--- src/rtl/vram_fetch_arbiter_if.sv ---
`default_nettype none
// ---------------------------------------------------------------------------
// vram_fetch_arbiter_if : fetch-master strobe/ack bundle plus VRAM read port
// Rev 1.0
// ---------------------------------------------------------------------------
interface vram_fetch_arbiter_if;
    logic [14:0] l0_addr;
    logic        l0_strobe;
    logic        l0_ack;
    logic [14:0] l1_addr;
    logic        l1_strobe;
    logic        l1_ack;
    logic [14:0] spr_addr;
    logic        spr_strobe;
    logic        spr_ack;
    logic [31:0] rddata;
    logic        flush;
    logic        mem_stall;
    logic [14:0] mem_addr;
    logic        mem_rden;
    logic [31:0] mem_rddata;

    modport slave (
        input  l0_addr, l0_strobe, l1_addr, l1_strobe, spr_addr, spr_strobe,
        input  flush, mem_stall, mem_rddata,
        output l0_ack, l1_ack, spr_ack, rddata, mem_addr, mem_rden
    );

    modport master (
        output l0_addr, l0_strobe, l1_addr, l1_strobe, spr_addr, spr_strobe,
        output flush, mem_stall, mem_rddata,
        input  l0_ack, l1_ack, spr_ack, rddata, mem_addr, mem_rden
    );
endinterface
`default_nettype wire

--- src/rtl/vram_fetch_arbiter.sv ---
`default_nettype none
// ---------------------------------------------------------------------------
// vram_fetch_arbiter : round-robin sharing of the VRAM read port among l0/l1/spr
// Rev 1.0
// ---------------------------------------------------------------------------
module vram_fetch_arbiter #(
    parameter int READ_LATENCY = 2
) (
    input  logic                 clk,
    input  logic                 rst,
    vram_fetch_arbiter_if.slave  bus
);
    localparam int         c_PIPE_DEPTH = READ_LATENCY + 1;
    localparam logic [1:0] c_ID_L0      = 2'd0;
    localparam logic [1:0] c_ID_L1      = 2'd1;
    localparam logic [1:0] c_ID_SPR     = 2'd2;

    logic [2:0]  w_strobe;
    logic [2:0]  w_elig;
    logic [1:0]  w_grant_id;
    logic [14:0] w_grant_addr;
    logic [2:0]  w_grant_oh;
    logic [2:0]  w_ret_oh;
    logic        w_issue;

    logic [1:0]              r_last;
    logic [2:0]              r_outstanding;
    logic [2:0]              r_ack;
    logic [31:0]             r_rddata;
    logic [14:0]             r_mem_addr;
    logic                    r_mem_rden;
    logic [c_PIPE_DEPTH-1:0] r_pipe_valid;
    logic [1:0]              r_pipe_id [c_PIPE_DEPTH];

    always_comb begin
        w_strobe   = {bus.spr_strobe, bus.l1_strobe, bus.l0_strobe};
        w_elig     = w_strobe & ~r_outstanding;
        w_grant_id = c_ID_L0;
        // Search starts one past the last grant and wraps modulo 3.
        case (r_last)
            c_ID_L0: begin
                if (w_elig[1])      w_grant_id = c_ID_L1;
                else if (w_elig[2]) w_grant_id = c_ID_SPR;
                else                w_grant_id = c_ID_L0;
            end
            c_ID_L1: begin
                if (w_elig[2])      w_grant_id = c_ID_SPR;
                else if (w_elig[0]) w_grant_id = c_ID_L0;
                else                w_grant_id = c_ID_L1;
            end
            default: begin
                if (w_elig[0])      w_grant_id = c_ID_L0;
                else if (w_elig[1]) w_grant_id = c_ID_L1;
                else                w_grant_id = c_ID_SPR;
            end
        endcase

        case (w_grant_id)
            c_ID_L0: w_grant_addr = bus.l0_addr;
            c_ID_L1: w_grant_addr = bus.l1_addr;
            default: w_grant_addr = bus.spr_addr;
        endcase

        w_issue    = ~bus.flush & ~bus.mem_stall & (|w_elig);
        w_grant_oh = w_issue ? (3'b001 << w_grant_id) : 3'b000;
        w_ret_oh   = r_pipe_valid[c_PIPE_DEPTH-1] ? (3'b001 << r_pipe_id[c_PIPE_DEPTH-1]) : 3'b000;
    end

    always_ff @(posedge clk) begin
        if (rst) begin
            r_last        <= c_ID_SPR;
            r_outstanding <= '0;
            r_ack         <= '0;
            r_rddata      <= '0;
            r_mem_addr    <= '0;
            r_mem_rden    <= 1'b0;
            r_pipe_valid  <= '0;
            for (int s = 0; s < c_PIPE_DEPTH; s++) begin
                r_pipe_id[s] <= '0;
            end
        end else begin
            r_mem_rden <= w_issue;
            if (w_issue) begin
                r_mem_addr <= w_grant_addr;
                r_last     <= w_grant_id;
            end

            // A flush drops every in-flight fetch, including one whose data is due now.
            if (bus.flush) begin
                r_pipe_valid  <= '0;
                r_outstanding <= '0;
                r_ack         <= '0;
            end else begin
                r_pipe_valid  <= {r_pipe_valid[c_PIPE_DEPTH-2:0], w_issue};
                r_ack         <= w_ret_oh;
                r_outstanding <= (r_outstanding & ~r_ack) | w_grant_oh;
                if (|w_ret_oh) begin
                    r_rddata <= bus.mem_rddata;
                end
            end

            r_pipe_id[0] <= w_grant_id;
            for (int s = 1; s < c_PIPE_DEPTH; s++) begin
                r_pipe_id[s] <= r_pipe_id[s-1];
            end
        end
    end

    assign bus.l0_ack   = r_ack[0];
    assign bus.l1_ack   = r_ack[1];
    assign bus.spr_ack  = r_ack[2];
    assign bus.rddata   = r_rddata;
    assign bus.mem_addr = r_mem_addr;
    assign bus.mem_rden = r_mem_rden;

endmodule
`default_nettype wire

--- src/flat_wrapper.sv ---
// flat-port wrapper written by rule: the top's interface ports become plain ports
module vram_fetch_arbiter_flat 
#(
    parameter int READ_LATENCY = 2
)
  (clk, rst, bus_l0_addr, bus_l0_strobe, bus_l1_addr, bus_l1_strobe, bus_spr_addr, bus_spr_strobe, bus_flush, bus_mem_stall, bus_mem_rddata, bus_l0_ack, bus_l1_ack, bus_spr_ack, bus_rddata, bus_mem_addr, bus_mem_rden);
  vram_fetch_arbiter_if bus_i ();
  input  logic clk;
  input  logic rst;
  input wire logic [$bits(bus_i.l0_addr)-1:0] bus_l0_addr;
  input wire logic [$bits(bus_i.l0_strobe)-1:0] bus_l0_strobe;
  input wire logic [$bits(bus_i.l1_addr)-1:0] bus_l1_addr;
  input wire logic [$bits(bus_i.l1_strobe)-1:0] bus_l1_strobe;
  input wire logic [$bits(bus_i.spr_addr)-1:0] bus_spr_addr;
  input wire logic [$bits(bus_i.spr_strobe)-1:0] bus_spr_strobe;
  input wire logic [$bits(bus_i.flush)-1:0] bus_flush;
  input wire logic [$bits(bus_i.mem_stall)-1:0] bus_mem_stall;
  input wire logic [$bits(bus_i.mem_rddata)-1:0] bus_mem_rddata;
  output wire logic [$bits(bus_i.l0_ack)-1:0] bus_l0_ack;
  output wire logic [$bits(bus_i.l1_ack)-1:0] bus_l1_ack;
  output wire logic [$bits(bus_i.spr_ack)-1:0] bus_spr_ack;
  output wire logic [$bits(bus_i.rddata)-1:0] bus_rddata;
  output wire logic [$bits(bus_i.mem_addr)-1:0] bus_mem_addr;
  output wire logic [$bits(bus_i.mem_rden)-1:0] bus_mem_rden;
  assign bus_i.l0_addr = bus_l0_addr;
  assign bus_i.l0_strobe = bus_l0_strobe;
  assign bus_i.l1_addr = bus_l1_addr;
  assign bus_i.l1_strobe = bus_l1_strobe;
  assign bus_i.spr_addr = bus_spr_addr;
  assign bus_i.spr_strobe = bus_spr_strobe;
  assign bus_i.flush = bus_flush;
  assign bus_i.mem_stall = bus_mem_stall;
  assign bus_i.mem_rddata = bus_mem_rddata;
  assign bus_l0_ack = bus_i.l0_ack;
  assign bus_l1_ack = bus_i.l1_ack;
  assign bus_spr_ack = bus_i.spr_ack;
  assign bus_rddata = bus_i.rddata;
  assign bus_mem_addr = bus_i.mem_addr;
  assign bus_mem_rden = bus_i.mem_rden;
  vram_fetch_arbiter #(.READ_LATENCY(READ_LATENCY)) u_core (.clk(clk), .rst(rst), .bus(bus_i));
endmodule
--- config.mk ---
export PLATFORM = sky130hd
export DESIGN_NAME = vram_fetch_arbiter_flat
export DESIGN_NICKNAME = d
export VERILOG_FILES = /design/src/rtl/vram_fetch_arbiter_if.sv /design/src/rtl/vram_fetch_arbiter.sv /design/src/flat_wrapper.sv
export SDC_FILE = /design/constraint.sdc
export NUM_CORES = 1
export LEC_CHECK = 0
export BUFFER_PORTS_ARGS = -buffer_cell sky130_fd_sc_hd__buf_4
export CAP_MARGIN = 20
export CORE_UTILIZATION = 49
export CTS_CLUSTER_DIAMETER = 50
export DETAILED_ROUTE_END_ITERATION = 7
export GPL_TIMING_DRIVEN = 0
export PLACE_DENSITY = 0.89
export SLEW_MARGIN = 40
export SYNTH_ARGS = -nofsm -noshare
export SYNTH_HDL_FRONTEND = slang
export SYNTH_SLANG_ARGS = --single-unit
--- constraint.sdc ---
create_clock -name clk -period 2.5 [get_ports clk]
set_input_delay 0.5 -clock clk [delete_from_list [all_inputs] [get_ports clk]]
set_output_delay 0.5 -clock clk [all_outputs]
set_load 0.02 [all_outputs]
==> out/metrics.yaml <==
cells_and_area:
  antenna_cells: 0
  drive_gt1_share_pct: 40.13
  fill_cells: 385
  final_cells: 531
  area_growth_pct: 46.09
  finish.instance_area_um2: 3994
  layout.nets: 540
drt:
  drt-wirelength-per-cell_um: 14.85
  via_per_inst: 5.435
  ant_nets: 0
  drtIter0Drc: 156
  finalWirelength_mm: 7.887
  drc_errors: 0
  via_count: 2886
  firstDrtPassIters: 5
setup_path:
  r2r_slack_ps: 660
  start_kind: "register"
  crit_path_cell_trace: "nand2b_4 > a311oi_2 > buf_6 > o211ai_1 > a311oi_2"
  cpPeakStageDelay_ps: 610
  cp_max_fo: 10
  r2r-start: "u_core.r_outstanding[0]"
  reg2regPathDepth: 5
  critPathKind: "reg -> reg"
  reg2reg_to: "u_core.bus.mem_addr[9]"
  path_delay_family: "compound AO/OA/AOI/OAI gates"
  slowest_stage: "a311oi_2"
  crit_path_end_kind: "register"
  worst-path-buf-inv: 1
  path_common_cell: "a311oi_2"
  cp.required_ps: 2740
  arrival_ps: 2080
sta:
  finalHoldViolations: 0
  fin_crit_ps: 1839
  rsz0062_at_grt: "no"
  max_freq_mhz: 543.6
  setup_tns_ps: 0
  timing.slew.headroom_pct: 54.50
  setup_viol: 0
  setup_ws_ps: 660.5
  worstMarginPinSlew_ps: 682.6
  min_period_over_period_pct: 73.58
  drv_slew: 0
  finClkSkew_ps: 9.541
pwr:
  p_per_area_nw_per_um2: 560.8
  report.power.total_w: 0.002240
  p_leak_nw: 1.627
  peakVddDrop_uv: 401.0
global_routing:
  grt_pass1_vias: 2852
  grt.total_usage_pct: 27.26
  grt_overflow_total: 0
  antenna_found_initial: 0
  grt_first_pass_wirelength_mm: 12.59
  grt_max_degree: 12
synth:
  dominantRegCellSynth: "dfxtp_1"
  synthDistinctLibCells: 32
  syn_avg_cell_area_um2: 8.762
  syn-cell-area_um2: 2734
  ys_seq_area_share_pct: 47.60
  ys_async_sr_fraction_pct: 0
  synth-edff-count: 0
  synth_seq_cells: 65
  synth_top_area_cell: "dfxtp_1"
  yosysWarnings: 0
  synth_cells: 312
  yosysTopAreaCellShare_pct: 47.60
  synthTopCellsByArea: "dfxtp_1, nand2_1, a21oi_1, a311oi_2, o211ai_1"
  synth_nets: 396
  synth_most_common_cell: "nand2_1"
  synth_commonest_cells: "nand2_1, dfxtp_1, a21oi_1, nor2_1, o211ai_1"
placement:
  placedCellCount: 515
  routabilityCongestion: 0.8483
  dp_hpwl_mm: 5.895
  dp_worst_setup_slack_ps: 473.5
  io_buffer_count: 133
  placed_cell_area_um2: 3820
floorplan:
  core.rowCount: 26
  die_h_um: 76.70
  dieArea_um2: 5882
  initial_core_util_pct: 52.20
  design.core.area_um2: 5238
  die_w_um: 76.70
  io_pins: 135
clock_tree:
  cts_buffers: 9
  cts.repair.resized: 0
  path_clk_slew_ps: 60
  htreeDepth: 3
  clock_path_buffers: 2
  cts.sinks: 65
  cts_setup_buffers: 0
  cts-root-buf: "clkbuf_8"
  cts_tree: "built"
  ctsHoldBuffers: 0
  clk_latency_ps: 340
hold_path:
  hold_end: "u_core.r_outstanding[2]"
  hold_depth: 2
  hp-class: "in -> reg"
  worst_hold_startpoint: "bus_flush"
status:
  status: "complete, no violations"
job:
  maxCapViolCount: 0
==> cells by family after synthesis <==
logic type             count (synthesis)  share of synthesized area (%)
AO/OA/AOI/OAI                         91                          25.86
buffers and inverters                 29                          5.309
flip-flops                            65                          47.60
AND/OR/NAND/NOR                      127                          21.24
==> placed cells by master, fill, tap and decap left out, types with 2 or more instances in the layout <==
| cell type | synthesis | routed |
|---|---|---|
| buf_4 | 0 | 133 |
| buf_2 | 11 | 11 |
| nor3b_1 | 3 | 3 |
| nand2b_4 | 2 | 2 |
| and2_1 | 2 | 2 |
| clkbuf_1 | 14 | 16 |
| clkbuf_8 | 0 | 10 |
| dfxtp_1 | 65 | 65 |
| nor2b_1 | 6 | 6 |
| o211ai_1 | 16 | 16 |
| nand2_1 | 67 | 67 |
| nand3_1 | 15 | 15 |
| a311oi_2 | 10 | 10 |
| buf_6 | 3 | 3 |
| nand2b_1 | 2 | 2 |
| a311o_1 | 2 | 2 |
| nor3_1 | 3 | 3 |
| a311oi_1 | 7 | 7 |
| a21oi_1 | 40 | 40 |
| nor2_1 | 23 | 23 |
| a21oi_2 | 8 | 8 |
| clkinvlp_4 | 0 | 2 |
==> worst max-delay path by stage <==
stage	from	to	slack, ps	depth (start not counted)
after detailed placement	bus_l1_strobe	u_core.bus.mem_addr[9]	470	6
after global routing	u_core.r_last[0]	u_core.bus.mem_addr[9]	540	6
after floorplan	bus_l1_strobe	u_core.bus.mem_addr[10]	770	6
after global placement	bus_l1_strobe	u_core.bus.mem_addr[9]	500	6
after CTS	u_core.r_last[0]	u_core.bus.mem_addr[9]	690	6
final	u_core.r_outstanding[0]	u_core.bus.mem_addr[9]	660	5
==> cell type report <==
type	instances	area (um2)	area share, %
Timing Repair Buffer	133	998.5	25.00
Buffer	28	141.4	3.540
Clock inverter	4	28.78	0.7206
Tap cell	70	87.58	2.193
Sequential cell	65	1301	32.58
Multi-Input combinational cell	218	1287	32.24
Inverter	1	3.754	0.09398
Clock buffer	12	145.1	3.634
==> flip-flops by register name (all words and copies together) (netlist names) <==
register and cells:
u_core.r_outstanding 3, u_core.bus.mem_rden 1, u_core.r_pipe_valid 3, u_core.bus.mem_addr 15, u_core.r_pipe_id 6, u_core.r_ack 3, u_core.r_last 2, u_core.bus.rddata 32
==> layer usage <==
layer / vias up / part of all wire (%) / routed length [um] / GRT usage, %
li1: 1386 / - / - / -
met1: 1328 / 40 / 3131 / 30.28
met2: 132 / 50 / 3964 / 46.96
met3: 40 / 6.2 / 486 / 6.667
met4: 0 / 3.8 / 303 / 16.15
met5: - / 0 / 0 / 0
==> where the power goes <==
group          internal, W  total [W]  switching (W)  leakage [nW]
logic             0.000184   0.000376       0.000191          1.02
clock network     0.000387   0.000785       0.000398        0.0826
registers          0.00106    0.00108      0.0000152         0.528
==> stage by stage <==
stage / hold WS [ps] / utilization [%]
finish: 399.5 / 76.25
global route: 391.7 / 76.25
CTS: 386.3 / 76.25
detailed placement: 420.4 / 72.93
global placement: 409.8 / 72.93
floorplan: 405.7 / -
Note: power is estimated with default switching activity, not from simulation.
